===== src/rtl/param_register_file_if.sv =====
// Bus bundle for param_register_file: write port, two read ports and the
// soft-clear handshake.
//
// Signals
//   we, waddr, wdata      write port (driven by writeback)
//   raddr1, raddr2        read addresses (driven by decode)
//   rdata1, rdata2        combinational read data (driven by the register file)
//   clear_req             request a soft clear of the whole array
//   busy, clear_done      soft-clear status (registered)
//   wr_drop               one-cycle pulse after a write was rejected
//
// Modports
//   master  the datapath side that issues accesses
//   slave   the register file itself

interface param_register_file_if #(
    parameter int DATA_W = 16,
    parameter int ADDR_W = 3
);

    logic              we;
    logic [ADDR_W-1:0] waddr;
    logic [DATA_W-1:0] wdata;
    logic [ADDR_W-1:0] raddr1;
    logic [ADDR_W-1:0] raddr2;
    logic [DATA_W-1:0] rdata1;
    logic [DATA_W-1:0] rdata2;
    logic              clear_req;
    logic              busy;
    logic              clear_done;
    logic              wr_drop;

    modport master (
        output we,
        output waddr,
        output wdata,
        output raddr1,
        output raddr2,
        output clear_req,
        input  rdata1,
        input  rdata2,
        input  busy,
        input  clear_done,
        input  wr_drop
    );

    modport slave (
        input  we,
        input  waddr,
        input  wdata,
        input  raddr1,
        input  raddr2,
        input  clear_req,
        output rdata1,
        output rdata2,
        output busy,
        output clear_done,
        output wr_drop
    );

endinterface


===== src/rtl/param_register_file.sv =====
// Parametrised register file: 2**ADDR_W entries of DATA_W bits, two
// combinational read ports, one synchronous write port, optional write
// bypass, optional hardwired-zero register 0 and a one-entry-per-cycle
// soft-clear sweep.
//
// Ports
//   clk   rising-edge clock
//   rst   synchronous, active-high reset (clears array and sequencer)
//   bus   param_register_file_if.slave bundle (read/write/clear signals)
//
// Parameters
//   DATA_W    bits per register
//   ADDR_W    address width, DEPTH = 2**ADDR_W
//   ZERO_REG  1 = register 0 reads 0 and ignores writes
//   BYPASS    1 = an accepted same-cycle write is forwarded to a matching read

module param_register_file #(
    parameter int DATA_W   = 16,
    parameter int ADDR_W   = 3,
    parameter int ZERO_REG = 0,
    parameter int BYPASS   = 1
) (
    input logic                 clk,
    input logic                 rst,
    param_register_file_if.slave bus
);

    localparam int DEPTH = 2 ** ADDR_W;
    localparam logic [ADDR_W-1:0] LAST = ADDR_W'(DEPTH - 1);

    typedef enum logic {
        IDLE,
        CLEAR
    } state_t;

    state_t            state;
    logic [ADDR_W-1:0] ptr;
    logic [DATA_W-1:0] mem [DEPTH];

    logic busy;
    logic clear_done;
    logic wr_drop;

    logic zero_hit_w;
    logic write_ok;

    // Writes to the hardwired register 0 are swallowed without a drop pulse.
    assign zero_hit_w = (ZERO_REG != 0) && (bus.waddr == '0);
    assign write_ok   = bus.we && (state == IDLE) && !zero_hit_w;

    // Read port 1
    always_comb begin
        bus.rdata1 = mem[bus.raddr1];
        if ((ZERO_REG != 0) && (bus.raddr1 == '0)) begin
            bus.rdata1 = '0;
        end else if ((BYPASS != 0) && write_ok
                     && (bus.waddr == bus.raddr1)) begin
            bus.rdata1 = bus.wdata;
        end
    end

    // Read port 2
    always_comb begin
        bus.rdata2 = mem[bus.raddr2];
        if ((ZERO_REG != 0) && (bus.raddr2 == '0)) begin
            bus.rdata2 = '0;
        end else if ((BYPASS != 0) && write_ok
                     && (bus.waddr == bus.raddr2)) begin
            bus.rdata2 = bus.wdata;
        end
    end

    // Sequencer, array and registered status flags.
    // busy mirrors the CLEAR state one-for-one, so it is high for exactly
    // DEPTH cycles; clear_done is set on the edge that leaves CLEAR.
    always_ff @(posedge clk) begin
        if (rst) begin
            state      <= IDLE;
            ptr        <= '0;
            busy       <= 1'b0;
            clear_done <= 1'b0;
            wr_drop    <= 1'b0;
            for (int i = 0; i < DEPTH; i++) begin
                mem[i] <= '0;
            end
        end else begin
            clear_done <= 1'b0;
            wr_drop    <= 1'b0;
            unique case (state)
                IDLE: begin
                    // A write in the request cycle still lands; the sweep
                    // zeroes it afterwards.
                    if (write_ok) begin
                        mem[bus.waddr] <= bus.wdata;
                    end
                    if (bus.clear_req) begin
                        state <= CLEAR;
                        ptr   <= '0;
                        busy  <= 1'b1;
                    end
                end
                CLEAR: begin
                    mem[ptr] <= '0;
                    // Final increment wraps ptr back to 0.
                    ptr      <= ptr + 1'b1;
                    wr_drop  <= bus.we;
                    if (ptr == LAST) begin
                        state      <= IDLE;
                        busy       <= 1'b0;
                        clear_done <= 1'b1;
                    end
                end
                default: begin
                    state <= IDLE;
                end
            endcase
        end
    end

    assign bus.busy       = busy;
    assign bus.clear_done = clear_done;
    assign bus.wr_drop    = wr_drop;

endmodule


===== src/flat_wrapper.sv =====
// flat-port wrapper written by rule: the top's interface ports become plain ports
module param_register_file_flat 
#(
    parameter int DATA_W   = 16,
    parameter int ADDR_W   = 3,
    parameter int ZERO_REG = 0,
    parameter int BYPASS   = 1
)
  (clk, rst, bus_we, bus_waddr, bus_wdata, bus_raddr1, bus_raddr2, bus_clear_req, bus_rdata1, bus_rdata2, bus_busy, bus_clear_done, bus_wr_drop);
  param_register_file_if #(.DATA_W(DATA_W), .ADDR_W(ADDR_W)) bus_i ();
  input logic clk;
  input logic rst;
  input wire logic [$bits(bus_i.we)-1:0] bus_we;
  input wire logic [$bits(bus_i.waddr)-1:0] bus_waddr;
  input wire logic [$bits(bus_i.wdata)-1:0] bus_wdata;
  input wire logic [$bits(bus_i.raddr1)-1:0] bus_raddr1;
  input wire logic [$bits(bus_i.raddr2)-1:0] bus_raddr2;
  input wire logic [$bits(bus_i.clear_req)-1:0] bus_clear_req;
  output wire logic [$bits(bus_i.rdata1)-1:0] bus_rdata1;
  output wire logic [$bits(bus_i.rdata2)-1:0] bus_rdata2;
  output wire logic [$bits(bus_i.busy)-1:0] bus_busy;
  output wire logic [$bits(bus_i.clear_done)-1:0] bus_clear_done;
  output wire logic [$bits(bus_i.wr_drop)-1:0] bus_wr_drop;
  assign bus_i.we = bus_we;
  assign bus_i.waddr = bus_waddr;
  assign bus_i.wdata = bus_wdata;
  assign bus_i.raddr1 = bus_raddr1;
  assign bus_i.raddr2 = bus_raddr2;
  assign bus_i.clear_req = bus_clear_req;
  assign bus_rdata1 = bus_i.rdata1;
  assign bus_rdata2 = bus_i.rdata2;
  assign bus_busy = bus_i.busy;
  assign bus_clear_done = bus_i.clear_done;
  assign bus_wr_drop = bus_i.wr_drop;
  param_register_file #(.DATA_W(DATA_W), .ADDR_W(ADDR_W), .ZERO_REG(ZERO_REG), .BYPASS(BYPASS)) u_core (.clk(clk), .rst(rst), .bus(bus_i));
endmodule

===== config.mk =====
export PLATFORM = sky130hd
export DESIGN_NAME = param_register_file_flat
export DESIGN_NICKNAME = d
export VERILOG_FILES = /design/src/rtl/param_register_file_if.sv /design/src/rtl/param_register_file.sv /design/src/flat_wrapper.sv
export SDC_FILE = /design/constraint.sdc
export NUM_CORES = 1
export LEC_CHECK = 0
export BUFFER_PORTS_ARGS = -buffer_cell sky130_fd_sc_hd__buf_2
export CELL_PAD_IN_SITES_DETAIL_PLACEMENT = 0
export CELL_PAD_IN_SITES_GLOBAL_PLACEMENT = 1
export CORE_ASPECT_RATIO = 0.75
export CORE_UTILIZATION = 45
export DETAILED_ROUTE_END_ITERATION = 16
export GPL_TIMING_DRIVEN = 0
export PLACE_DENSITY_LB_ADDON = 0.1
export SYNTH_ARGS = -nofsm -noshare
export SYNTH_HDL_FRONTEND = slang
export SYNTH_SLANG_ARGS = --single-unit

===== constraint.sdc =====
create_clock -name clk -period 3.1 [get_ports clk]
set_input_delay 0.31 -clock clk [delete_from_list [all_inputs] [get_ports clk]]
set_output_delay 0.31 -clock clk [all_outputs]
set_load 0.01 [all_outputs]

# Yosys cells after proc, flatten, opt, wreduce, memory -nomap -nowiden
# Memories as Yosys holds them, arrays and structs flattened.
# Index checks and enable logic that the tools add are counted.
[totals]
reg_bits = 7
mem_bits_rw = 128
in_bits = 29
output_inout_bits = 35
elab_cells = 46
mem_count = 1
[mem_list]
columns = ["name", "words", "width", "read_ports", "rd_ports_with_merged_regs", "wr", "line_no", "source"]
rows = [
  ["u_core.mem", 8, 16, 2, 0, 8, "param_register_file.sv:38", "logic [DATA_W-1:0] mem [DEPTH];"],
]
[classes]
add_sub_neg = 1
n_eq_ne = 5
muxes = 26
bitwise_logic = 1
reduce_logical = 7
[ops]
columns = ["op", "n"]
rows = [
  ["two-way mux 16 bit", 4],
  ["OR reduction 16 bit", 2],
  ["two-way mux 1 bit", 16],
  ["two-way mux 3 bit", 3],
  ["equality test 3 bit", 2],
  ["case mux 3 bit (2 select lines)", 1],
  ["inequality test 2 bit, second input constant", 2],
  ["case mux 1 bit (2 select lines)", 2],
  ["adder 3 x 1 -> 3 bit, second input constant", 1],
  ["equality test 3 bit, second input constant", 1],
  ["logical AND 1 bit", 3],
  ["AND reduction 2 bit", 1],
  ["OR reduction 2 bit", 1],
  ["inverter 1 bit", 1],
]

# Logic depth before layout (Yosys ltp)
[depth]
word_depth = 9
depth_mapped = 6
ltp_nobuf = 5

# Worst setup path before layout
# OpenSTA, ideal clock, no wires.
[synth_timing]
path_type = "register to register"
startpoint = "register u_core.state"
endpoint = "memory u_core.mem[0][0], enable pin"
setup_time_ns = 0.392
arrival_ns = 1.994
required_time_ns = 2.708
path_slack_ns = 0.714
stages_incl_launch_ff = 6
path_buffers = 2
synth_period_minus_slack_ns = 2.386
cell_sequence = "dfxtp_1 -> buf_2 -> nor4b_1 -> a31oi_1 -> clkbuf_1 -> o21bai_1"
[synth_lines]
columns = ["element", "line_no", "source"]
rows = [
  ["from (decl)", "param_register_file.sv:36", "state_t state;"],
  ["from (signal assigned)", "param_register_file.sv:78", "state <= IDLE;"],
  ["from (signal assigned)", "param_register_file.sv:97", "state <= CLEAR;"],
  ["from (signal assigned)", "param_register_file.sv:108", "state <= IDLE;"],
  ["to (decl)", "param_register_file.sv:38", ""],
]

==> results.md <==
- Status: complete, no violations
- Tmin final: 3000 ps
- Vias: between 5k and 6k
- Max-cap violations: 0
- GP Congestion: between 0.8 and 0.9
- Area share of the leading cell type in the synthesized netlist: roughly half
- PwrDens: 574 nW/µm²
- Later-pin clock latency in the skew report: between 400 and 500 ps
- Util after Layout: between 50% and 60%
- Slew margin rel.: between 30% and 40%
- Mapped Avg Cell Area: 15.0 µm²
- Crit path arrival time: 3180 ps
- Die Ht: 116 µm
- Final #Nets: 629
- Post-route DRC: 0
- Fin crit share: 96.8%
- Worst-Margin Slew: 1030 ps
- Global route hottest layer: met2
- Post-synth top flop: edfxtp_1
- Row cnt: 41
- Vias in the first global route: 5402
- Post-synth EDFFs: roughly 130
- # diodes: 0
- Routed wire per std cell: 29.6 µm
- CTS Sinks: around 140
- YS warnings: 0
- Slew Viols, Final: 0
- GRT met1 Usage: 41.0%
- Area of the mapped netlist: roughly 7800 µm²
- Initial antenna violation count: 0
- Root buf cell: clkbuf_16
- Clk buf depth: 2
- Synth Register Bits: around 140
- Post-CTS Setup Bufs: 0
- Hold Vio Cnt, Final: 0
- I/O pin cnt: 64
- Crit path max fanout: 10
- Resized Gates After CTS: 0
- CTS tree: yes
- CTS clock-pin slew for the worst setup and hold paths: 60 ps
- Worst path cell trace: buf_2 > nor4b_1 > a31oi_1 > clkbuf_1 > o21bai_2 > buf_8
- Setup Skew: 6.45 ps
- Critical Path Start Type: flip-flop
- Top post-synthesis cells by area: edfxtp_1 50%, mux4_1 20%, nor3_1 8.3%
- Async SR Flop Fraction: 0%
- Initial drt markers: 532
- CTS Hold Bufs: 0
- Placement Cell Area: between 8000 and 9000 µm²
- CTS H-tree lvls: 4
- Met2 Track Usage GR: 44.8%
- Largest area contributor in the netlist: edfxtp_1
- Die area: around 18000 µm²
- Largest net degree at the start of global routing: 17
- Mapped Cells: between 500 and 600
- Crit Path Category: flip-flop to flip-flop
- Port Buffers: 55
- Crit path capture type: flip-flop
- Area growth from synthesis to layout: 18.4%
- Final wirelength: 24.5 mm
- Drt via density: 6.56
- Post-synth cell types: 29
- Slowest CP cell: clkbuf_1
- CP required: roughly 3300 ps
- Area of the core: 16800 µm²
- Peak supply drop: 430 µV
- Register area share after synthesis: about half
- Total track usage: 28.8%
- First drt pass iteration count: 5
- Proportion of layout cells with a drive suffix above 1: 31.1%
- Global-route wire length before repair: 35.5 mm
- RSZ-0062 raised after global routing: false
- Initial Util: a little under half
- Worst stage delay on the critical path: about 710 ps
- Leakage: around 3.5 nW
- Met3 GRT Util: 6.96%
- Syn Nets: 547
- F_max: 333 MHz
- Dpl hpwl: 16.3 mm
- Cts bufs inserted: 17
- Worst Hold Class: input pin to flip-flop
- GRT Residual Overflow: 0
- Fin area: 9190 µm²
- Antenna viol nets, final: 0
- Setup violators final: 0
- Die width: 154 µm
## sequential cells by signal, indices dropped and copies added (netlist names)
name and flops:
u_core.bus.clear_done 1, u_core.state 1, u_core.bus.busy 1, u_core.ptr 3, u_core.bus.wr_drop 1, u_core.mem 128
## logic make-up after synthesis
kind of cell	count (synthesis)	synth area share (%)
xor gates and xnor gates	6	0.677
and+or+nand+nor	168	10.9
muxes	128	31.3
adders and majority gates	2	0.322
DFF	135	51.3
AOI/OAI and AO/OA	18	1.55
buffers and inverters	59	3.95
## stage by stage
step	hold WS (ps)	instances	setup slack (ps)	power [mW]	TNS [ps]
4_1_cts	132	826	66.4	5.27	0
3_3_place_gp	477	786	-1020	2.89	-94620
6_report	136	826	99.8	5.28	0
3_5_place_dp	481	794	-6.56	2.94	-48.0
2_1_floorplan	422	516	714	2.62	0
5_1_grt	149	826	16.4	5.41	0
## cell usage in the layout (no fill, tap or decap), types with 6 or more instances in the layout
cell and count:
buf_2 66, buf_6 9, bufinv_16 7, clkbuf_1 34
clkbuf_16 17, dfxtp_1 7, edfxtp_1 128, mux2_2 53
mux2_4 11, mux4_1 60, nand2_1 18, nor2_1 7
nor3_1 128, o21bai_2 8, xnor2_1 6
## critical path, delay by kind of cell, from the launching register on
| family | cells | cell delay, ps |
|---|---|---|
| and+or+nand+nor | 1 | 150 |
| buffers and inverters | 3 | 1180 |
| AOI/OAI and AO/OA | 2 | 1050 |
| DFF | 1 | 370 |
## worst paths after layout
check        slack, ps  depth (start not counted)                        endpoint                          from
max                100                          6  u_core.mem[0][7]$_SDFFCE_PN0P_       u_core.state$_SDFF_PP0_
min                140                          3   u_core.bus.wr_drop$_SDFF_PP0_                        bus_we
max reg2reg        100                          6  u_core.mem[0][7]$_SDFFCE_PN0P_       u_core.state$_SDFF_PP0_
min reg2reg        490                          2    u_core.bus.busy$_SDFFE_PP0P_  u_core.bus.busy$_SDFFE_PP0P_
## area by class of cell
class / instances / area [µm²]
plain buffers: 55 / 292
fillers: 1414 / 7630
inverters: 4 / 15.0
flip-flops and latches: 135 / 3980
repair buffers: 63 / 445
well taps: 215 / 269
clock inverters: 13 / 251
multi-input cells: 322 / 3500
clock buffers: 19 / 433
## power breakdown
part | switching [mW] | internal (mW) | leakage (nW) | total [mW]
clock | 0.784 | 1.59 | 0.323 | 2.37
combinational | 0.447 | 0.337 | 1.80 | 0.784
sequential | 0.0388 | 2.08 | 1.39 | 2.12
total | 1.27 | 4.01 | 3.51 | 5.28
## metal layers
metal / wire length, µm / vias to the layer above
met1: 10900 / 2802
met4: 441 / 0
met3: 2040 / 32
met5: 0 / -
met2: 11100 / 276
li1: - / 2305
## cells in the mapped netlist, types with 6 or more instances
| library cell | count |
|---|---|
| mux2_2 | 53 |
| nand2_1 | 18 |
| buf_2 | 11 |
| mux4_1 | 60 |
| buf_6 | 9 |
| xnor2_1 | 6 |
| mux2_4 | 11 |
| o21bai_1 | 9 |
| nor3_1 | 128 |
| nor2_1 | 7 |
| clkbuf_1 | 32 |
| edfxtp_1 | 128 |
| dfxtp_1 | 7 |
No activity file was read; power rests on OpenSTA's default activity.
